File: src/rtl/cpu_step_controller_pkg.sv
// Shared types and defaults for the CPU step controller.
// State encodings are fixed because debug probes decode them.
package cpu_step_controller_pkg;

    typedef enum logic [1:0] {
        StHalt = 2'b00,
        StStep = 2'b01,
        StRun  = 2'b10
    } state_e;

    localparam int unsigned DbSamplesDefault = 4;
    localparam int unsigned CntWDefault      = 16;

endpackage

File: src/rtl/cpu_step_controller_if.sv
// Board-side bundle of the step controller: divider tick, raw buttons and CPU-facing status.
interface cpu_step_controller_if #(
    parameter int unsigned CNT_W = 16
) ();

    logic             tick;
    logic             btn_step;
    logic             btn_mode;
    logic             btn_halt;
    logic             cpu_en;
    logic             mode_run;
    logic             halted;
    logic [CNT_W-1:0] step_count;

    modport master (
        output tick, btn_step, btn_mode, btn_halt,
        input  cpu_en, mode_run, halted, step_count
    );

    modport slave (
        input  tick, btn_step, btn_mode, btn_halt,
        output cpu_en, mode_run, halted, step_count
    );

endinterface

File: src/rtl/cpu_step_controller_btn_debounce.sv
// One button: 2-FF synchroniser, tick-sampled debounce and a one-cycle registered press pulse.
module cpu_step_controller_btn_debounce #(
    parameter int unsigned DB_SAMPLES = 4
) (
    input  logic clk_in,
    input  logic reset,
    input  logic tick,
    input  logic btn,
    output logic press
);

    localparam int unsigned CntW = $clog2(DB_SAMPLES + 1);

    logic            sync1_q, sync2_q;
    logic            level_q, level_d;
    logic            press_q, press_d;
    logic [CntW-1:0] cnt_q, cnt_d;

    always_comb begin
        level_d = level_q;
        cnt_d   = cnt_q;
        press_d = 1'b0;
        if (tick) begin
            if (sync2_q != level_q) begin
                // The DB_SAMPLES-th disagreeing sample flips the level.
                if (cnt_q == CntW'(DB_SAMPLES - 1)) begin
                    level_d = ~level_q;
                    cnt_d   = '0;
                    press_d = ~level_q;
                end else begin
                    cnt_d = cnt_q + 1'b1;
                end
            end else begin
                cnt_d = '0;
            end
        end
    end

    always_ff @(posedge clk_in or negedge reset) begin
        if (!reset) begin
            sync1_q <= 1'b0;
            sync2_q <= 1'b0;
            level_q <= 1'b0;
            cnt_q   <= '0;
            press_q <= 1'b0;
        end else begin
            sync1_q <= btn;
            sync2_q <= sync1_q;
            level_q <= level_d;
            cnt_q   <= cnt_d;
            press_q <= press_d;
        end
    end

    assign press = press_q;

endmodule

File: src/rtl/cpu_step_controller.sv
// Turns the divider tick and debounced buttons into the CPU clock-enable:
// halt, single-step (one cycle per step press) and free-run (one cycle per tick).
module cpu_step_controller
    import cpu_step_controller_pkg::*;
#(
    parameter int unsigned DB_SAMPLES = DbSamplesDefault,
    parameter int unsigned CNT_W      = CntWDefault
) (
    input  logic                   clk_in,
    input  logic                   reset,
    cpu_step_controller_if.slave   bus
);

    logic step_p, mode_p, halt_p;

    cpu_step_controller_btn_debounce #(.DB_SAMPLES(DB_SAMPLES)) u_db_step (
        .clk_in (clk_in),
        .reset  (reset),
        .tick   (bus.tick),
        .btn    (bus.btn_step),
        .press  (step_p)
    );

    cpu_step_controller_btn_debounce #(.DB_SAMPLES(DB_SAMPLES)) u_db_mode (
        .clk_in (clk_in),
        .reset  (reset),
        .tick   (bus.tick),
        .btn    (bus.btn_mode),
        .press  (mode_p)
    );

    cpu_step_controller_btn_debounce #(.DB_SAMPLES(DB_SAMPLES)) u_db_halt (
        .clk_in (clk_in),
        .reset  (reset),
        .tick   (bus.tick),
        .btn    (bus.btn_halt),
        .press  (halt_p)
    );

    state_e           state_q, state_d;
    logic             cpu_en_q, cpu_en_d;
    logic             mode_run_q, halted_q;
    logic [CNT_W-1:0] count_q;

    always_comb begin
        state_d = state_q;
        unique case (state_q)
            StHalt: begin
                if (halt_p) begin
                    state_d = StHalt;
                end else if (mode_p) begin
                    state_d = StRun;
                end else if (step_p) begin
                    state_d = StStep;
                end
            end
            StStep:  state_d = StHalt;
            StRun:   if (halt_p || mode_p) state_d = StHalt;
            default: state_d = StHalt;
        endcase
        // A tick in the cycle RUN is being left must not leak a CPU cycle.
        cpu_en_d = (state_q == StStep) ||
                   ((state_q == StRun) && (state_d == StRun) && bus.tick);
    end

    always_ff @(posedge clk_in or negedge reset) begin
        if (!reset) begin
            state_q    <= StHalt;
            cpu_en_q   <= 1'b0;
            mode_run_q <= 1'b0;
            halted_q   <= 1'b1;
            count_q    <= '0;
        end else begin
            state_q    <= state_d;
            cpu_en_q   <= cpu_en_d;
            mode_run_q <= (state_d == StRun);
            halted_q   <= (state_d == StHalt);
            if (cpu_en_q) begin
                count_q <= count_q + 1'b1;
            end
        end
    end

    assign bus.cpu_en     = cpu_en_q;
    assign bus.mode_run   = mode_run_q;
    assign bus.halted     = halted_q;
    assign bus.step_count = count_q;

endmodule
File: src/flat_wrapper.sv
// flat-port wrapper written by rule: the top's interface ports become plain ports
module cpu_step_controller_flat import cpu_step_controller_pkg::*;
#(
    parameter int unsigned DB_SAMPLES = DbSamplesDefault,
    parameter int unsigned CNT_W      = CntWDefault
)
  (clk_in, reset, bus_tick, bus_btn_step, bus_btn_mode, bus_btn_halt, bus_cpu_en, bus_mode_run, bus_halted, bus_step_count);
  cpu_step_controller_if #(.CNT_W(CNT_W)) bus_i ();
  input  logic clk_in;
  input  logic reset;
  input wire logic [$bits(bus_i.tick)-1:0] bus_tick;
  input wire logic [$bits(bus_i.btn_step)-1:0] bus_btn_step;
  input wire logic [$bits(bus_i.btn_mode)-1:0] bus_btn_mode;
  input wire logic [$bits(bus_i.btn_halt)-1:0] bus_btn_halt;
  output wire logic [$bits(bus_i.cpu_en)-1:0] bus_cpu_en;
  output wire logic [$bits(bus_i.mode_run)-1:0] bus_mode_run;
  output wire logic [$bits(bus_i.halted)-1:0] bus_halted;
  output wire logic [$bits(bus_i.step_count)-1:0] bus_step_count;
  assign bus_i.tick = bus_tick;
  assign bus_i.btn_step = bus_btn_step;
  assign bus_i.btn_mode = bus_btn_mode;
  assign bus_i.btn_halt = bus_btn_halt;
  assign bus_cpu_en = bus_i.cpu_en;
  assign bus_mode_run = bus_i.mode_run;
  assign bus_halted = bus_i.halted;
  assign bus_step_count = bus_i.step_count;
  cpu_step_controller #(.DB_SAMPLES(DB_SAMPLES), .CNT_W(CNT_W)) u_core (.clk_in(clk_in), .reset(reset), .bus(bus_i));
endmodule
File: config.mk
export PLATFORM = sky130hd
export DESIGN_NAME = cpu_step_controller_flat
export DESIGN_NICKNAME = d
export VERILOG_FILES = /design/src/rtl/cpu_step_controller_pkg.sv /design/src/rtl/cpu_step_controller_if.sv /design/src/rtl/cpu_step_controller_btn_debounce.sv /design/src/rtl/cpu_step_controller.sv /design/src/flat_wrapper.sv
export SDC_FILE = /design/constraint.sdc
export NUM_CORES = 1
export LEC_CHECK = 0
export BUFFER_PORTS_ARGS = -buffer_cell sky130_fd_sc_hd__buf_2
export CORE_UTILIZATION = 59
export CTS_CLUSTER_DIAMETER = 100
export DETAILED_ROUTE_END_ITERATION = 10
export GPL_TIMING_DRIVEN = 0
export PLACE_DENSITY = 0.87
export SLEW_MARGIN = 20
export SYNTH_ARGS = -nofsm -noshare
export SYNTH_HDL_FRONTEND = slang
export SYNTH_SLANG_ARGS = --single-unit
File: constraint.sdc
create_clock -name clk_in -period 3.7 [get_ports clk_in]
set_input_delay 0.74 -clock clk_in [delete_from_list [all_inputs] [get_ports clk_in]]
set_output_delay 0.74 -clock clk_in [all_outputs]
set_load 0.02 [all_outputs]
==> flow_summary.toml, run 1 <==
[synth]
synth_cells = 139
synth_seq_cells = 42
synth_cell_types = 27
syn_avg_cell_area_sq_um = 12.22
syn_nets = 149
yosys.area.top_type = "dfrtp_1"
yosysWarnings = 0
synth_ff_type = "dfrtp_1"
synth_edf_count = 0
syn-cell-area_sq_mm = 0.001699
synth_top_area_share_pct = 60.38
synthTopCellsByArea = "dfrtp_1 (60%), xnor2_1 (6.7%), xor2_1 (3.1%)"
async_flop_share_pct = 100.0
ys_seq_area_share_pct = 61.93

[place]
gp_congestion = 0.7813
dp_cells = 193
port_buffers = 23
hpwlAfterDp_microns = 2002

[cts]
clock_sinks = 42
post-cts-setup-buffers = 0
htree_levels = 2
root_buffer = "clkbuf_4"
cts_buffer_depth = 2
numCtsBuffers = 5
cts_tree = "done"
cts_resized = 0
clk_pin_slew_worst_paths_ns = 0.13
ctsHoldBuffers = 0
clkLatencyLatePin_ns = 0.35

[critical_path]
endpoint_kind = "output port"
crit_fanout = 1
criticalPathCategory = "register to output port"
cp_cell_sequence = "buf_2"
cp.buffers_inverters = 1
crit_family = "flip-flops"
crit_required_ns = 2.96
worst_ep_arrival_time_ns = 1.05
slowest_delay_ns = 0.54
cp_slowest_cell = "dfstp_2"
startpoint_type = "register"
reg2reg_slack_ns = 2.21

[pwr]
p_leak_nw = 0.9672
irDropWorstVdd_v = 0.0004816
power_frac_comb_pct = 21.4
power_mw = 1.139
p_sw_uw = 352.1
clockPowerShare_pct = 25.2
powerDensity_mw_per_mm2 = 589.5
swShare_pct = 30.91
p_int_uw = 786.8
p_seq_share_pct = 53.4

[timing]
tns_ns = 0
finalMaxSlewViolations = 0
hold_viol = 0
period_needed_ns = 1.790
clock_skew_ns = 0.01830
hold_ws_ns = 0.3599
maxSlewHeadroom_pct = 40.99
max_freq_mhz = 558.7
finalSetupViolCount = 0
period_share_pct = 48.37
worst_slew_pin_slew_ns = 0.8852
rsz0062_at_grt = "false"

[global_route]
antenna_found_initial = 0
grt_max_degree = 43
grt_pass1_wl_microns = 4836
grt_pass1_vias = 1105
grt_usage_pct = 20.94
grt_overflow_total = 0

[die]
floorplan.initialDensity_pct = 62.15
dieArea_sq_mm = 0.003099
boundaryPins = 25
fp.dieH_microns = 55.67
std_cell_rows = 19
die_w_microns = 55.67
core_sq_mm = 0.002734

[route]
vias = 1088
drt_iter0_drc = 30
viasPerCell = 5.413
drc = 0
first_pass_iters = 4
wirelength_microns = 2823
postRouteAntennaNets = 0
routedWlPerCell_microns = 14.04

[cells_and_area]
drive_gt1_share_pct = 22.94
fillCellCount = 192
n_antenna_cell = 0
nets = 179
fin_cells = 201
area_growth_pct = 13.70

[run_status]
status = "finished, final reports clean"

[job]
max_cap_viol_count = 0

[hold_path]
hold_path.class = "register to register"
==> cells in the mapped netlist, drive strengths merged (3+ instances only) <==
library cell and number:
nand3 7, xor2 6, nor3 3, o22ai 5
nand2 11, and2 3, nor3b 3, nand4 6
nand3b 4, o21ai 5, inv 9, ha 4
nor2 7, dfrtp 41, mux2 4, xnor2 13
==> power groups by stage <==
| stage | Combinational, mW | Sequential, mW | Clock (mW) |
|---|---|---|---|
| after global routing | 0.275 | 0.616 | 0.313 |
| final | 0.244 | 0.608 | 0.287 |
| after global placement | 0.227 | 0.606 | 0 |
| after floorplan | 0.145 | 0.633 | 0 |
| after CTS | 0.248 | 0.606 | 0.293 |
| after detailed placement | 0.246 | 0.616 | 0 |
==> layer usage <==
| layer | share of wire [%] | up-vias | routed length (microns) | global-route usage (%) |
|---|---|---|---|---|
| li1 | - | 528 | - | - |
| met1 | 43 | 529 | 1226 | 24.84 |
| met2 | 52 | 25 | 1457 | 36.14 |
| met3 | 3.3 | 6 | 93 | 4.884 |
| met4 | 1.6 | 0 | 45 | 9.643 |
| met5 | 0 | - | 0 | 0 |
==> placed cells by master (no fill, tap or decap), drive strengths merged <==
master    synthesis  layout
nand4             6       6
and2              3       3
o22ai             5       5
nand2b            2       2
clkinvlp          0       1
nor3              3       3
nand3b            4       4
nand2            11      11
xor2              6       6
dfstp             1       1
o21ai             5       5
nor4              1       1
xnor2            13      13
nand3             7       7
bufinv            0       1
nor2              7       7
mux2              4       4
inv               9       9
dfrtp            41      41
ha                4       4
buf               0      23
or2               1       1
a21boi            1       1
nor3b             3       3
clkbuf            2       8
==> worst paths after layout <==
| path | startpoint | end | cells after the start |
|---|---|---|---|
| worst max-delay path | u_core.bus.halted | bus_halted | 1 |
| worst min-delay path | u_core.u_db_halt.sync1_q | u_core.u_db_halt.sync2_q | 0 |
| worst max register to register | u_core.bus.step_count[0] | u_core.bus.step_count[12] | 5 |
| worst min register to register | u_core.u_db_halt.sync1_q | u_core.u_db_halt.sync2_q | 0 |
| max in group asynchronous | reset | u_core.bus.cpu_en | 1 |
| min in group asynchronous | reset | u_core.bus.step_count[4] | 1 |
==> area by class of cell <==
cell class | instances | area (sq um) | area share (%)
Buffer | 2 | 7.507 | 0.3886
Clock buffer | 6 | 41.29 | 2.137
Clock inverter | 2 | 37.54 | 1.943
Inverter | 9 | 33.78 | 1.749
Multi-Input combinational cell | 86 | 605.6 | 31.35
Sequential cell | 42 | 1052 | 54.47
Tap cell | 31 | 38.79 | 2.008
Timing Repair Buffer | 23 | 115.1 | 5.959
==> stage by stage <==
step           utilization (%)  worst slack (ns)  area, sq um
4_1_cts                  70.66             1.891         1932
2_1_floorplan                -             2.176         1699
3_3_place_gp             67.78             1.969         1853
3_5_place_dp             67.78             1.884         1853
6_report                 70.66             1.910         1932
5_1_grt                  70.66             1.838         1932
==> registers in the layout, indices dropped and copies added, names as in the netlist <==
| signal | cells |
|---|---|
| u_core.u_db_mode.level_q | 1 |
| u_core.u_db_step.press | 1 |
| u_core.u_db_step.sync1_q | 1 |
| u_core.u_db_mode.sync1_q | 1 |
| u_core.u_db_mode.sync2_q | 1 |
| u_core.bus.halted | 1 |
| u_core.u_db_halt.press | 1 |
| u_core.u_db_step.level_q | 1 |
| u_core.u_db_step.cnt_q | 3 |
| u_core.u_db_mode.press | 1 |
| u_core.bus.step_count | 16 |
| u_core.u_db_halt.cnt_q | 3 |
| u_core.bus.mode_run | 1 |
| u_core.u_db_halt.sync1_q | 1 |
| u_core.u_db_halt.level_q | 1 |
| u_core.u_db_step.sync2_q | 1 |
| u_core.u_db_halt.sync2_q | 1 |
| u_core.bus.cpu_en | 1 |
| u_core.u_db_mode.cnt_q | 3 |
| u_core.state_q | 2 |
==> cells by family (layout without fill, tap and decap cells) <==
logic type | after synthesis | count (layout) | synth area share [%]
mux | 4 | 4 | 2.651
buf+inv | 11 | 42 | 2.430
xor+xnor | 19 | 19 | 9.794
flops | 42 | 42 | 61.93
simple gates | 48 | 48 | 16.49
compound gates | 11 | 11 | 3.755
fa+ha+maj | 4 | 4 | 2.946
No activity file was read; power rests on OpenSTA's default activity.
==> inputs of run 2 (changes only) <==
--- a/config.mk
+++ b/config.mk
@@ -6,11 +6,11 @@
 export NUM_CORES = 1
 export LEC_CHECK = 0
 export BUFFER_PORTS_ARGS = -buffer_cell sky130_fd_sc_hd__buf_2
-export CORE_UTILIZATION = 59
+export CORE_UTILIZATION = 50
 export CTS_CLUSTER_DIAMETER = 100
 export DETAILED_ROUTE_END_ITERATION = 10
 export GPL_TIMING_DRIVEN = 0
-export PLACE_DENSITY = 0.87
+export PLACE_DENSITY = 0.79
 export SLEW_MARGIN = 20
 export SYNTH_ARGS = -nofsm -noshare
 export SYNTH_HDL_FRONTEND = slang
==> constraint.sdc (replaced) <==
create_clock -name clk_in -period 1.6 [get_ports clk_in]
set_input_delay 0.32 -clock clk_in [delete_from_list [all_inputs] [get_ports clk_in]]
set_output_delay 0.32 -clock clk_in [all_outputs]
set_load 0.02 [all_outputs]
==> flow_summary.toml, run 2 (synthesis results as in run 1) <==
[cells_and_area]
largest_reg_flops = 16
area_growth_pct = 14.65
design_area_sq_mm = 0.001948
layout_commonest_cell = "dfrtp_1"
nets = 179
utilization_pct = 62.28
fillCellCount = 271
n_antenna_cell = 0
drive_gt1_share_pct = 23.53
fin_cells = 214
layout_common_cells = "dfrtp_1 (41), buf_2 (23), xnor2_1 (13)"

[timing]
max_freq_mhz = 672.5
finalMaxSlewViolations = 0
maxSlewHeadroom_pct = 41.62
hold_viol = 0
finalSetupViolCount = 0
clock_skew_ns = 0.008553
rsz0062_at_grt = "false"
tns_ns = 0
period_share_pct = 92.94
period_needed_ns = 1.487
worst_slew_pin_slew_ns = 0.8757

[place]
dp_cells = 206
post_dp_cell_area_sq_mm = 0.001869
port_buffers = 23
hpwlAfterDp_microns = 1859
gp_congestion = 0.7050

[route]
vias = 1095
first_pass_iters = 4
wirelength_microns = 2642
postRouteAntennaNets = 0
viasPerCell = 5.117
drc = 0
drt_iter0_drc = 44
routedWlPerCell_microns = 12.35

[global_route]
grt_usage_pct = 17.21
grt_max_degree = 43
grt_pass1_vias = 1066
grt_overflow_total = 0
grt_pass1_wl_microns = 4402
antenna_found_initial = 0

[die]
die_w_microns = 60.30
floorplan.initialDensity_pct = 54.32
core_sq_mm = 0.003128
std_cell_rows = 20
boundaryPins = 25
fp.dieH_microns = 60.30
dieArea_sq_mm = 0.003635

[cts]
ctsHoldBuffers = 0
htree_levels = 2
cts_buffer_depth = 2
clk_pin_slew_worst_paths_ns = 0.12
cts_resized = 0
root_buffer = "clkbuf_4"
clock_sinks = 42
numCtsBuffers = 5
post-cts-setup-buffers = 0
clkLatencyLatePin_ns = 0.35
cts_tree = "done"

[pwr]
powerDensity_mw_per_mm2 = 1324
p_leak_nw = 0.9733
irDropWorstVdd_v = 0.0008705

[critical_path]
cp_slowest_cell = "dfrtp_1"
cp.buffers_inverters = 0
crit_family = "simple AND/OR/NAND/NOR gates"
cp_cell_sequence = "ha_1, nand4_2, or2_4, nor3_4, xor2_1"
crit_fanout = 6
worst_ep_arrival_time_ns = 1.77
crit_required_ns = 1.88
endpoint_kind = "register"
slowest_delay_ns = 0.47
startpoint_type = "register"
criticalPathCategory = "register to register"

[job]
max_cap_viol_count = 0

[run_status]
status = "finished, final reports clean"

[hold_path]
hold_path.class = "input pin to async pin"
## run 2: layout make-up
type / instances / area (sq um) / share of cell area, %
Clock buffer: 8 / 78.83 / 4.046
Tap cell: 44 / 55.05 / 2.826
Sequential cell: 42 / 1052 / 54.01
Inverter: 9 / 33.78 / 1.734
Timing Repair Buffer: 23 / 115.1 / 5.909
Multi-Input combinational cell: 86 / 605.6 / 31.09
Buffer: 2 / 7.507 / 0.3854
## run 2: report_power, final
group / total, mW / internal (mW) / leakage (nW) / switching (mW)
logic: 0.557 / 0.243 / 0.377 / 0.314
clock network: 0.619 / 0.301 / 0.0446 / 0.319
registers: 1.40 / 1.25 / 0.552 / 0.156
total: 2.58 / 1.79 / 0.973 / 0.789
## run 2: path summary, 6_finish.rpt
kind | startpoint | to | slack, ns | cells after the start
worst max-delay path | u_core.bus.step_count[0] | u_core.bus.step_count[12] | 0.11 | 5
worst min-delay path | reset | u_core.bus.step_count[4] | 0.08 | 1
min in group clk_in | bus_btn_mode | u_core.u_db_mode.sync1_q | 0.08 | 1
worst min register to register | u_core.u_db_mode.sync1_q | u_core.u_db_mode.sync2_q | 0.36 | 0
max in group asynchronous | reset | u_core.u_db_mode.level_q | 0.97 | 1
worst max register to register | u_core.bus.step_count[0] | u_core.bus.step_count[12] | 0.11 | 5
## run 2: per-stage QoR
step                power, mW  hold WS (ns)  setup WS, ns
finish                  2.579       0.07568        0.1129
global route            2.763       0.04911       0.03845
CTS                     2.609       0.06111       0.08012
detailed placement      1.984        0.3372        0.1198
global placement        1.929        0.3331        0.1734
floorplan               1.800       0.02441        0.1019
## run 2: metal layers
metal,GRT usage (%),up-vias,part of all wire (%)
li1,-,530,-
met1,17.61,532,43
met2,29.83,25,50
met3,4.762,8,3.8
met4,12.29,0,2.6
met5,0,-,0
## run 2: worst register-to-register path, stage by stage, from the launching register on
cell	delay, ns
dfrtp_1	0.47
ha_1	0.22
nand4_2	0.14
or2_4	0.31
nor3_4	0.13
xor2_1	0.15
==> inputs of run 3 (changes only) <==
--- a/config.mk
+++ b/config.mk
@@ -6,6 +6,7 @@
 export NUM_CORES = 1
 export LEC_CHECK = 0
 export BUFFER_PORTS_ARGS = -buffer_cell sky130_fd_sc_hd__buf_2
+export CORE_MARGIN = 1.5
 export CORE_UTILIZATION = 50
 export CTS_CLUSTER_DIAMETER = 100
 export DETAILED_ROUTE_END_ITERATION = 10
==> flow_summary.toml, run 3 (synthesis results as in run 1) <==
[die]
boundaryPins = 25
floorplan.initialDensity_pct = 54.32
dieArea_sq_mm = 0.003757
fp.dieH_microns = 61.30
std_cell_rows = 20
die_w_microns = 61.30
core_sq_mm = 0.003128

[place]
port_buffers = 23
hpwlAfterDp_microns = 1985
gp_congestion = 0.7702
post-place-ws_ns = 0.1524

[run_status]
status = "finished, final reports clean"

[cts]
post-cts-setup-buffers = 0
htree_levels = 2
clkLatencyLatePin_ns = 0.34
cts_tree = "done"
ctsHoldBuffers = 0
numCtsBuffers = 5
root_buffer = "clkbuf_4"
cts_buffer_depth = 2
cts_resized = 0
clock_sinks = 42
clk_pin_slew_worst_paths_ns = 0.12

[route]
viasPerCell = 5.150
vias = 1102
postRouteAntennaNets = 0
wl_met2_microns = 1429
first_pass_iters = 4
drt_iter0_drc = 53
maxUsedRoutingLayer = "met4"
routedWlPerCell_microns = 12.88
met1Wirelength_microns = 1112
wirelength_microns = 2756
drc = 0
wl_met3_microns = 161

[cells_and_area]
drive_gt1_share_pct = 22.94
multi_input_area_sq_um = 605.6
n_antenna_cell = 0
nets = 179
area_growth_pct = 13.55
register_area_sq_mm = 0.001052
fillCellCount = 267
layout_commonest_cell = "dfrtp_1"
layout_common_cells = "dfrtp_1 (41), buf_2 (23), xnor2_1 (13)"
largest_reg_flops = 16

[pwr]
irDropWorstVdd_v = 0.0006799
p_leak_nw = 0.9640
powerDensity_mw_per_mm2 = 1290

[timing]
finalMaxSlewViolations = 0
max_freq_mhz = 680.6
maxSlewHeadroom_pct = 41.31
period_share_pct = 91.84
hold_viol = 0
layout_setup_ws_ns = 0.1306
rsz0062_at_grt = "false"
worst_slew_pin_slew_ns = 0.8804
finalSetupViolCount = 0
period_needed_ns = 1.469
clock_skew_ns = 0.009228
tns_ns = 0

[critical_path]
criticalPathCategory = "register to register"
endpoint_kind = "register"
startpoint_type = "register"
crit_required_ns = 1.88
worst_ep_arrival_time_ns = 1.74
reg2reg_slack_ns = 0.13
crit_fanout = 6

[global_route]
grt_usage_pct = 17.47
grt_pass1_wl_microns = 4678
grt_overflow_total = 0
antenna_found_initial = 0
grt_max_degree = 43
grt_pass1_vias = 1114

[hold_path]
hold_path.class = "input pin to register"

[job]
max_cap_viol_count = 0
run 3: cell type report:
type                       count  share of cell area [%]
inverter                       9                   1.751
sequential                    42                   54.54
buffer                         2                  0.3891
tap                           44                   2.853
multi-input combinational     86                   31.39
clock inverter                 1                  0.2594
clock buffer                   7                   2.853
timing repair buffer          23                   5.966
run 3: stage by stage:
step / total power, mW / hold WS, ns / util, % / cells / cell area (sq um)
after detailed placement: 1.987 / 0.3365 / 59.76 / 206 / 1869
after CTS: 2.521 / 0.06466 / 61.68 / 214 / 1929
after global routing: 2.674 / 0.04756 / 61.68 / 214 / 1929
after global placement: 1.926 / 0.3316 / 59.76 / 206 / 1869
final: 2.489 / 0.08028 / 61.68 / 214 / 1929
after floorplan: 1.800 / 0.02441 / - / 139 / 1699
run 3: critical path: stages, from the launching register on:
cell and delay (ns):
dfrtp_1 0.46, ha_1 0.21, nand4_2 0.14, or2_4 0.32
nor2_1 0.12, xor2_1 0.16
run 3: where the power goes:
part,internal (mW),switching [mW],leakage (nW)
Clock,0.213,0.312,0.0353
Combinational,0.248,0.319,0.377
Sequential,1.25,0.151,0.552
run 3: path summary, 6_finish.rpt:
path / startpoint / to / cells past startpoint
max in group asynchronous: reset / u_core.u_db_step.level_q / 1
worst max register to register: u_core.bus.step_count[0] / u_core.bus.step_count[10] / 5
min in group asynchronous: reset / u_core.bus.step_count[3] / 1
worst max-delay path: u_core.bus.step_count[0] / u_core.bus.step_count[10] / 5
worst min register to register: u_core.u_db_mode.sync1_q / u_core.u_db_mode.sync2_q / 0
worst min-delay path: bus_btn_halt / u_core.u_db_halt.sync1_q / 1
run 3: metal layers:
metal  track usage [%]  vias up
met1             19.50      541
met4             8.385        0
met5                 0        -
li1                  -      523
met2             30.85       33
met3             4.622        5
